==> src/rtl/init_operand_sequencer.sv <==
// init_operand_sequencer
//
// Operand source for the InitProcess arithmetic stage. Holds a DIM x DIM table of
// NX-bit entries, preset at reset to the row-major index pattern (r*DIM + c). A run
// launched by START streams one (A, B) pair per accepted transfer in row-major order,
// with A = arr[r][c] and B = arr[c][r]. The table can be rewritten through the write
// port while idle. Writes attempted during a run leave the table unchanged and raise
// the sticky WR_ERR flag.
//
// Ports
//   CLK, RST_N            clock (rising edge), asynchronous active-low reset
//   START                 launch a run (sampled in IDLE only, ignored together with WR_EN)
//   WR_EN/ROW/COL/DATA    table write port
//   A, B, VALID, READY    operand stream with valid/ready handshake
//   BUSY                  high while running or signalling done
//   DONE                  one-cycle pulse after the last pair transfers
//   WR_ERR                sticky flag for writes attempted outside IDLE
module init_operand_sequencer #(
    parameter int unsigned NX  = 8,
    parameter int unsigned DIM = 4,
    localparam int unsigned IW = (DIM > 1) ? $clog2(DIM) : 1
) (
    input  logic          CLK,
    input  logic          RST_N,
    input  logic          START,
    input  logic          WR_EN,
    input  logic [IW-1:0] WR_ROW,
    input  logic [IW-1:0] WR_COL,
    input  logic [NX-1:0] WR_DATA,
    output logic [NX-1:0] A,
    output logic [NX-1:0] B,
    output logic          VALID,
    input  logic          READY,
    output logic          BUSY,
    output logic          DONE,
    output logic          WR_ERR
);

    typedef enum logic [1:0] {
        StIdle,
        StRun,
        StDone
    } state_e;

    localparam logic [IW-1:0] LastIdx = IW'(DIM - 1);

    state_e        state_q, state_d;
    logic [IW-1:0] r_q, r_d;
    logic [IW-1:0] c_q, c_d;
    logic [NX-1:0] a_q, a_d;
    logic [NX-1:0] b_q, b_d;
    logic          valid_q, valid_d;
    logic          wr_err_q, wr_err_d;
    logic [NX-1:0] arr_q [DIM][DIM];
    logic [NX-1:0] arr_d [DIM][DIM];

    // Indices of the pair following (r_q, c_q) in row-major order.
    logic [IW-1:0] nr, nc;
    logic          last_pair;
    logic          wr_in_range;

    always_comb begin
        last_pair   = (r_q == LastIdx) && (c_q == LastIdx);
        nr          = r_q;
        nc          = c_q + 1'b1;
        if (c_q == LastIdx) begin
            nc = '0;
            nr = r_q + 1'b1;
        end
        // Only matters when DIM is not a power of two.
        wr_in_range = (32'(WR_ROW) < DIM) && (32'(WR_COL) < DIM);
    end

    always_comb begin
        state_d  = state_q;
        r_d      = r_q;
        c_d      = c_q;
        a_d      = a_q;
        b_d      = b_q;
        valid_d  = valid_q;
        wr_err_d = wr_err_q;
        arr_d    = arr_q;

        unique case (state_q)
            StIdle: begin
                valid_d = 1'b0;
                if (WR_EN) begin
                    // A write always wins over START in the same cycle.
                    if (wr_in_range) begin
                        arr_d[WR_ROW][WR_COL] = WR_DATA;
                    end
                end else if (START) begin
                    state_d  = StRun;
                    r_d      = '0;
                    c_d      = '0;
                    a_d      = arr_q[0][0];
                    b_d      = arr_q[0][0];
                    valid_d  = 1'b1;
                    wr_err_d = 1'b0;
                end
            end

            StRun: begin
                if (WR_EN) begin
                    wr_err_d = 1'b1;
                end
                if (valid_q && READY) begin
                    if (last_pair) begin
                        valid_d = 1'b0;
                        state_d = StDone;
                    end else begin
                        // Reload from the next indices so pairs flow back-to-back.
                        r_d = nr;
                        c_d = nc;
                        a_d = arr_q[nr][nc];
                        b_d = arr_q[nc][nr];
                    end
                end
            end

            StDone: begin
                if (WR_EN) begin
                    wr_err_d = 1'b1;
                end
                valid_d = 1'b0;
                state_d = StIdle;
            end

            default: begin
                state_d = StIdle;
                valid_d = 1'b0;
            end
        endcase
    end

    always_ff @(posedge CLK or negedge RST_N) begin
        if (!RST_N) begin
            state_q  <= StIdle;
            r_q      <= '0;
            c_q      <= '0;
            a_q      <= '0;
            b_q      <= '0;
            valid_q  <= 1'b0;
            wr_err_q <= 1'b0;
            for (int unsigned i = 0; i < DIM; i++) begin
                for (int unsigned j = 0; j < DIM; j++) begin
                    arr_q[i][j] <= NX'(i * DIM + j);
                end
            end
        end else begin
            state_q  <= state_d;
            r_q      <= r_d;
            c_q      <= c_d;
            a_q      <= a_d;
            b_q      <= b_d;
            valid_q  <= valid_d;
            wr_err_q <= wr_err_d;
            arr_q    <= arr_d;
        end
    end

    assign A      = a_q;
    assign B      = b_q;
    assign VALID  = valid_q;
    assign BUSY   = (state_q != StIdle);
    assign DONE   = (state_q == StDone);
    assign WR_ERR = wr_err_q;

endmodule

==> config.mk <==
export PLATFORM = sky130hd
export DESIGN_NAME = init_operand_sequencer
export DESIGN_NICKNAME = d
export VERILOG_FILES = /design/src/rtl/init_operand_sequencer.sv
export SDC_FILE = /design/constraint.sdc
export NUM_CORES = 1
export LEC_CHECK = 0
export BUFFER_PORTS_ARGS = -buffer_cell sky130_fd_sc_hd__buf_2
export CAP_MARGIN = 40
export CORE_ASPECT_RATIO = 1.1
export CORE_MARGIN = 2
export CORE_UTILIZATION = 50
export CTS_CLUSTER_DIAMETER = 60
export DETAILED_ROUTE_END_ITERATION = 10
export PLACE_DENSITY = 0.67
export SYNTH_ARGS = -nofsm -noshare
export SYNTH_HDL_FRONTEND = slang
export SYNTH_SLANG_ARGS = --single-unit
export TNS_END_PERCENT = 20
==> constraint.sdc <==
create_clock -name CLK -period 4.9 [get_ports CLK]
set_clock_uncertainty 0.2 [all_clocks]
set_input_delay 0.98 -clock CLK [delete_from_list [all_inputs] [get_ports CLK]]
set_output_delay 0.98 -clock CLK [all_outputs]
set_load 0.03 [all_outputs]
# [Word-level counts from Yosys, hierarchy flattened]
# Index checks and enable logic that the tools add are counted.
# W data, S select, Z words.
[totals] in_bits=17 latchBits=0 memories=0 ramBits=0 regBits=152 romBits=0 elab_cells=108
[classes] multipliers=0 add_sub_neg=2 bitwise_logic=4 div_mod_pow=0 n_shift=0 reduce_logical=14 magnitude_cmp=6 n_eq_ne=10 mux=49
[ops] cell="$mux W32" n=5
[ops] cell="$bmux W32 S2" n=2
[ops] cell="$bwmux W128" n=1
[ops] cell="$mux W8" n=11
[ops] cell="$demux W32 S2" n=1
[ops] cell="$bmux W8 S2" n=2
[ops] cell="$pmux W8 S2" n=2
[ops] cell="$mux W2" n=12
[ops] cell="$demux W8 S2" n=1
[ops] cell="$ge A3 B3 Y1 const B" n=4
[ops] cell="$not A2 Y3" n=4
[ops] cell="$pmux W2 S2" n=3
[ops] cell="$ne A2 B2 Y1 const B" n=5
[ops] cell="$reduce_and A4 Y1" n=2
[ops] cell="$mux W1" n=7
[ops] cell="$eq A2 B2 Y1 const B" n=3
[ops] cell="$lt A3 B1 Y1 const B" n=2
[ops] cell="$reduce_bool A2 Y1" n=3
[ops] cell="$reduce_and A5 Y1" n=1
[ops] cell="$add A2 B1 Y2 const B" n=2
[ops] cell="$logic_and A1 B1 Y1" n=4
[ops] cell="$pmux W1 S2" n=2
[ops] cell="$reduce_and A2 Y1" n=2
[ops] cell="$eq A2 B1 Y1 const B" n=1
[ops] cell="3 further kinds" n=3

# [Depth between registers and ports, before layout]
[depth] depth_word=12 mapped_depth=9 ltp_nobuf=7

# [Worst setup path after synthesis]
# OpenSTA, ideal clock, no wires.
[synth_timing] kind="input port to flip-flop" from="input WR_EN" to="register b_q[6] (netlist: B[6])" path_stages=6 path_buffers=1 t_arrival_ns=2.067 setup_slack_ns=2.508 cell_sequence="nand2b_1 -> a22oi_2 -> o211ai_1 -> clkbuf_1 -> a211oi_1 -> nor2_1"
[synth_via] elab_chain_len=2
[synth_rtl] item="start: declaration" line_no="26" rtl="input logic WR_EN,"
[synth_rtl] item="$ne A2 B2 Y1 (no source line)"
[synth_rtl] item="$reduce_and A5 Y1 (no source line)"
[synth_rtl] item="end signal: assignment" line_no="142" rtl="b_q <= '0;"
[synth_rtl] item="end signal: assignment" line_no="155" rtl="b_q <= b_d;"
[synth_rtl] item="end: declaration" line_no="51" rtl="logic [NX-1:0] b_q, b_d;"
# No other way between the ends.
# A chain may end at the register's enable or synchronous reset.

# [Worst setup path after layout]
[layout_timing] from="register r_q[1]" to="register b_q[3] (netlist: B[3])"
[layout_via] elab_chain_len=9
[layout_rtl] item="start: declaration" line_no="48" rtl="logic [IW-1:0] r_q, r_d;"
[layout_rtl] item="start signal: assignment" line_no="152" rtl="r_q <= r_d;"
[layout_rtl] item="$add A2 B1 Y2" line_no="68" rtl="nr = r_q + 1'b1;"
[layout_rtl] item="$mux W2" line_no="66" rtl="if (c_q == LastIdx) begin"
[layout_rtl] item="$not A2 Y3 (implied by the code)" line_no="116" rtl="b_d = arr_q[nc][nr];"
[layout_rtl] item="$bmux W8 S2" line_no="116"
[layout_rtl] item="$mux W8 (implied by the code) (2 in series)" line_no="116"
[layout_rtl] item="$mux W8" line_no="108" rtl="if (last_pair) begin"
[layout_rtl] item="$mux W8" line_no="107" rtl="if (valid_q && READY) begin"
[layout_rtl] item="$pmux W8 S2" line_no="84" rtl="unique case (state_q)"
# Parallel ways exist; a longest one is shown, timed or not. The select of a mux whose other input is x is not followed.

==> impl_metrics.csv <==
group,metric,value,unit
floorplan,die_area,18800,um2
setup_path,critPathMaxFanout,32,
floorplan,floorplan.die.width,131,um
min_path,hp-class,"input port to asynchronous set/reset pin",
timing,period_minus_slack,3.12,ns
cts,ctsLongestPathBuffers,2,
cts,cts_root_buf,"sky130_fd_sc_hd__clkbuf_16",
routing,antenna_violating_nets_post_route,0,
placed_design,port_buffers,36,
timing,finalSetupViolations,0,
timing,slew-limit-headroom,36.7,%
setup_path,worst-endpoint-required,5.02,ns
cells_and_area,postLayoutCellArea,9810,um2
timing,fin_crit_sh,63.8,%
placed_design,place_area,9230,um2
cts,h_tree_level_count,4,
timing,drv_slew,0,
cells_and_area,finish.net_count,716,
floorplan,core,17500,um2
setup_path,critPathCaptureType,"flop",
timing,max_freq,0.320,GHz
cts,cts.hold.buffers_added,0,
synthesis,ys_seq_elements,152,
global_routing,grt_util_all_layers,27.8,%
cts,numClockSinks,152,
cts,cts.clk_slew.worst_paths,0.06,ns
floorplan,floorplan.initialDensity,50.5,%
synthesis,post_synth_instance_area,8860,um2
power,leakage,3.89,nW
cts,clk_latency,0.44,ns
cts,cts_setup_buffers,0,
routing,postRouteWirelength,24500,um
synthesis,most_frequently_used_flop_master_after_synthesis,"sky130_fd_sc_hd__dfrtp_1",
placed_design,place.gp.congestion,0.893,
routing,drc,0,
synthesis,ys_async_rst_share,100,%
run_status,status,"finished clean",
floorplan,fp.dieH,144,um
synthesis,synth.yosys.seq_area_share,43.4,%
global_routing,grt_max_degree,95,
synthesis,postSynthCellCount,674,
power,power_density,654,nW/um2
job,drv_cap,0,
synthesis,synth_cell_types,56,
synthesis,synth.net_count,697,
routing,detailedRoute.firstPassIterationCount,5,
placed_design,detailedPlacementHpwl,16000,um
setup_path,criticalPathCategory,"flop to flop",
timing,final_hold_viol_count,0,
cells_and_area,antenna_cells_inserted,0,
power,power.ir.vdd_worst,0.000313,V
cells_and_area,layout-drive-gt1-share,45.8,%
routing,drt-vias-per-instance,6.54,
synthesis,syn_area_cell,13.2,um2
synthesis,yosysWarningCount,0,
timing,tns,0,ns
routing,vias,6176,
timing,tightestPinTransition,0.943,ns
global_routing,number_of_global_route_vias_before_repair,6425,
timing,setup_repair_after_global_routing_missed_its_margin,"no",
cells_and_area,area_growth,10.7,%
setup_path,worstSetupStartpointType,"flop",
floorplan,row_count,51,
global_routing,grt_overflow,0,
cts,tritoncts,"yes",
routing,detail_route.wl_per_cell,26.0,um
cts,post_cts.resized_instances,0,
synthesis,count_of_flip_flops_with_a_built_in_enable_after_synthesis,0,
cts,numCtsBuffers,17,
setup_path,critical_path_arrival,3.24,ns
global_routing,grt_first_pass_wirelength,38100,um
global_routing,number_of_antenna_violations_at_the_first_check_in_global_routing,0,
routing,drtIter0Drc,640,
floorplan,top_ports,37,
routing by layer:
| layer | vias to the layer above | part of all wire (%) | global-route usage [%] |
|---|---|---|---|
| met5 | - | 0 | 0 |
| met4 | 0 | 4.6 | 14.0 |
| met3 | 75 | 6.7 | 6.11 |
| met2 | 275 | 47 | 42.4 |
| met1 | 3205 | 41 | 37.4 |
| li1 | 2621 | - | - |
placed cells by master, fill, tap and decap left out, drive strengths merged, types with 2 or more instances in the layout:
master	count
a31oi	6
o22a	2
nand3	6
mux4	47
and2	2
nor3	2
o21ai	18
nand2	25
dfrtp	120
mux2i	57
a211oi	6
nand2b	12
a22oi	3
inv	5
a21oi	4
nor4	3
o211ai	11
bufinv	2
clkbuf	21
buf	50
nand4	4
clkinv	4
nor2	36
ha	6
a311oi	5
mux2	159
dfstp	32
nor2b	7
clkinvlp	5
o22ai	28
or4	2
power breakdown:
group | switching [mW] | internal (mW)
Combinational | 1.25 | 1.34
Sequential | 0.563 | 1.95
Clock | 0.537 | 0.775
worst max-delay path, cell delays in order (launching register included):
cell and delay, ns:
sky130_fd_sc_hd__dfrtp_1 0.36, sky130_fd_sc_hd__buf_4 0.28, sky130_fd_sc_hd__ha_1 0.77, sky130_fd_sc_hd__nand2_1 0.56, sky130_fd_sc_hd__nand2_4 0.38, sky130_fd_sc_hd__mux2i_1 0.12
sky130_fd_sc_hd__a211oi_1 0.25, sky130_fd_sc_hd__nor2_1 0.07
state kept, by name, indices dropped and copies added (netlist names):
register / flops
B: 8
A: 8
VALID: 1
state_q: 2
r_q: 2
c_q: 2
WR_ERR: 1
arr_q: 128
cell usage after synthesis, drive strengths merged (5+ instances only):
| library cell | count | area, um2 |
|---|---|---|
| mux2 | 159 | 1790 |
| dfrtp | 120 | 3000 |
| mux2i | 57 | 571 |
| mux4 | 47 | 1060 |
| nor2 | 36 | 158 |
| buf | 34 | 241 |
| dfstp | 32 | 841 |
| o22ai | 28 | 175 |
| nand2 | 25 | 101 |
| o21ai | 18 | 90.1 |
| clkbuf | 16 | 60.1 |
| nand2b | 12 | 75.1 |
| o211ai | 11 | 82.6 |
| nor2b | 7 | 43.8 |
| a211oi | 6 | 45.0 |
| a31oi | 6 | 37.5 |
| ha | 6 | 75.1 |
| nand3 | 6 | 30.0 |
| a311oi | 5 | 43.8 |
| inv | 5 | 18.8 |
logic make-up after synthesis:
logic type	Yosys count	share of synthesized area, %
xor+xnor	1	0.311
compound gates	90	6.79
buf+inv	55	3.61
fa+ha+maj	6	0.847
mux	263	38.6
simple gates	107	6.51
flops	152	43.4
metrics by stage:
step | hold WS (ns) | power, mW | util, % | std cells | setup WS, ns
final | 0.143 | 6.42 | 55.9 | 944 | 1.78
after detailed placement | 0.287 | 5.06 | 52.6 | 912 | 1.88
after CTS | 0.138 | 6.40 | 55.9 | 944 | 1.87
after global placement | 0.279 | 4.90 | 51.9 | 906 | 1.82
after floorplan | 0.254 | 4.35 | - | 674 | 2.51
after global routing | 0.143 | 6.75 | 55.9 | 944 | 1.69
final timing paths:
kind / start / to / slack, ns / cells past startpoint
max: r_q[1] / B[3] / 1.78 / 7
min: RST_N / arr_q[113] / 0.14 / 1
max reg2reg: r_q[1] / B[3] / 1.78 / 7
min reg2reg: c_q[1] / c_q[1] / 0.30 / 2
max in group asynchronous: RST_N / arr_q[80] / 3.31 / 3
min in group CLK: c_q[1] / c_q[1] / 0.30 / 2
cell type report:
cell class / instances / area, um2
clock inverter: 11 / 125
fill: 1440 / 7730
inverter: 5 / 18.8
clock buffer: 21 / 460
multi-input combinational: 467 / 4700
tap: 238 / 298
timing repair buffer: 50 / 362
sequential: 152 / 3850
Power figures use the tool's default switching activity.
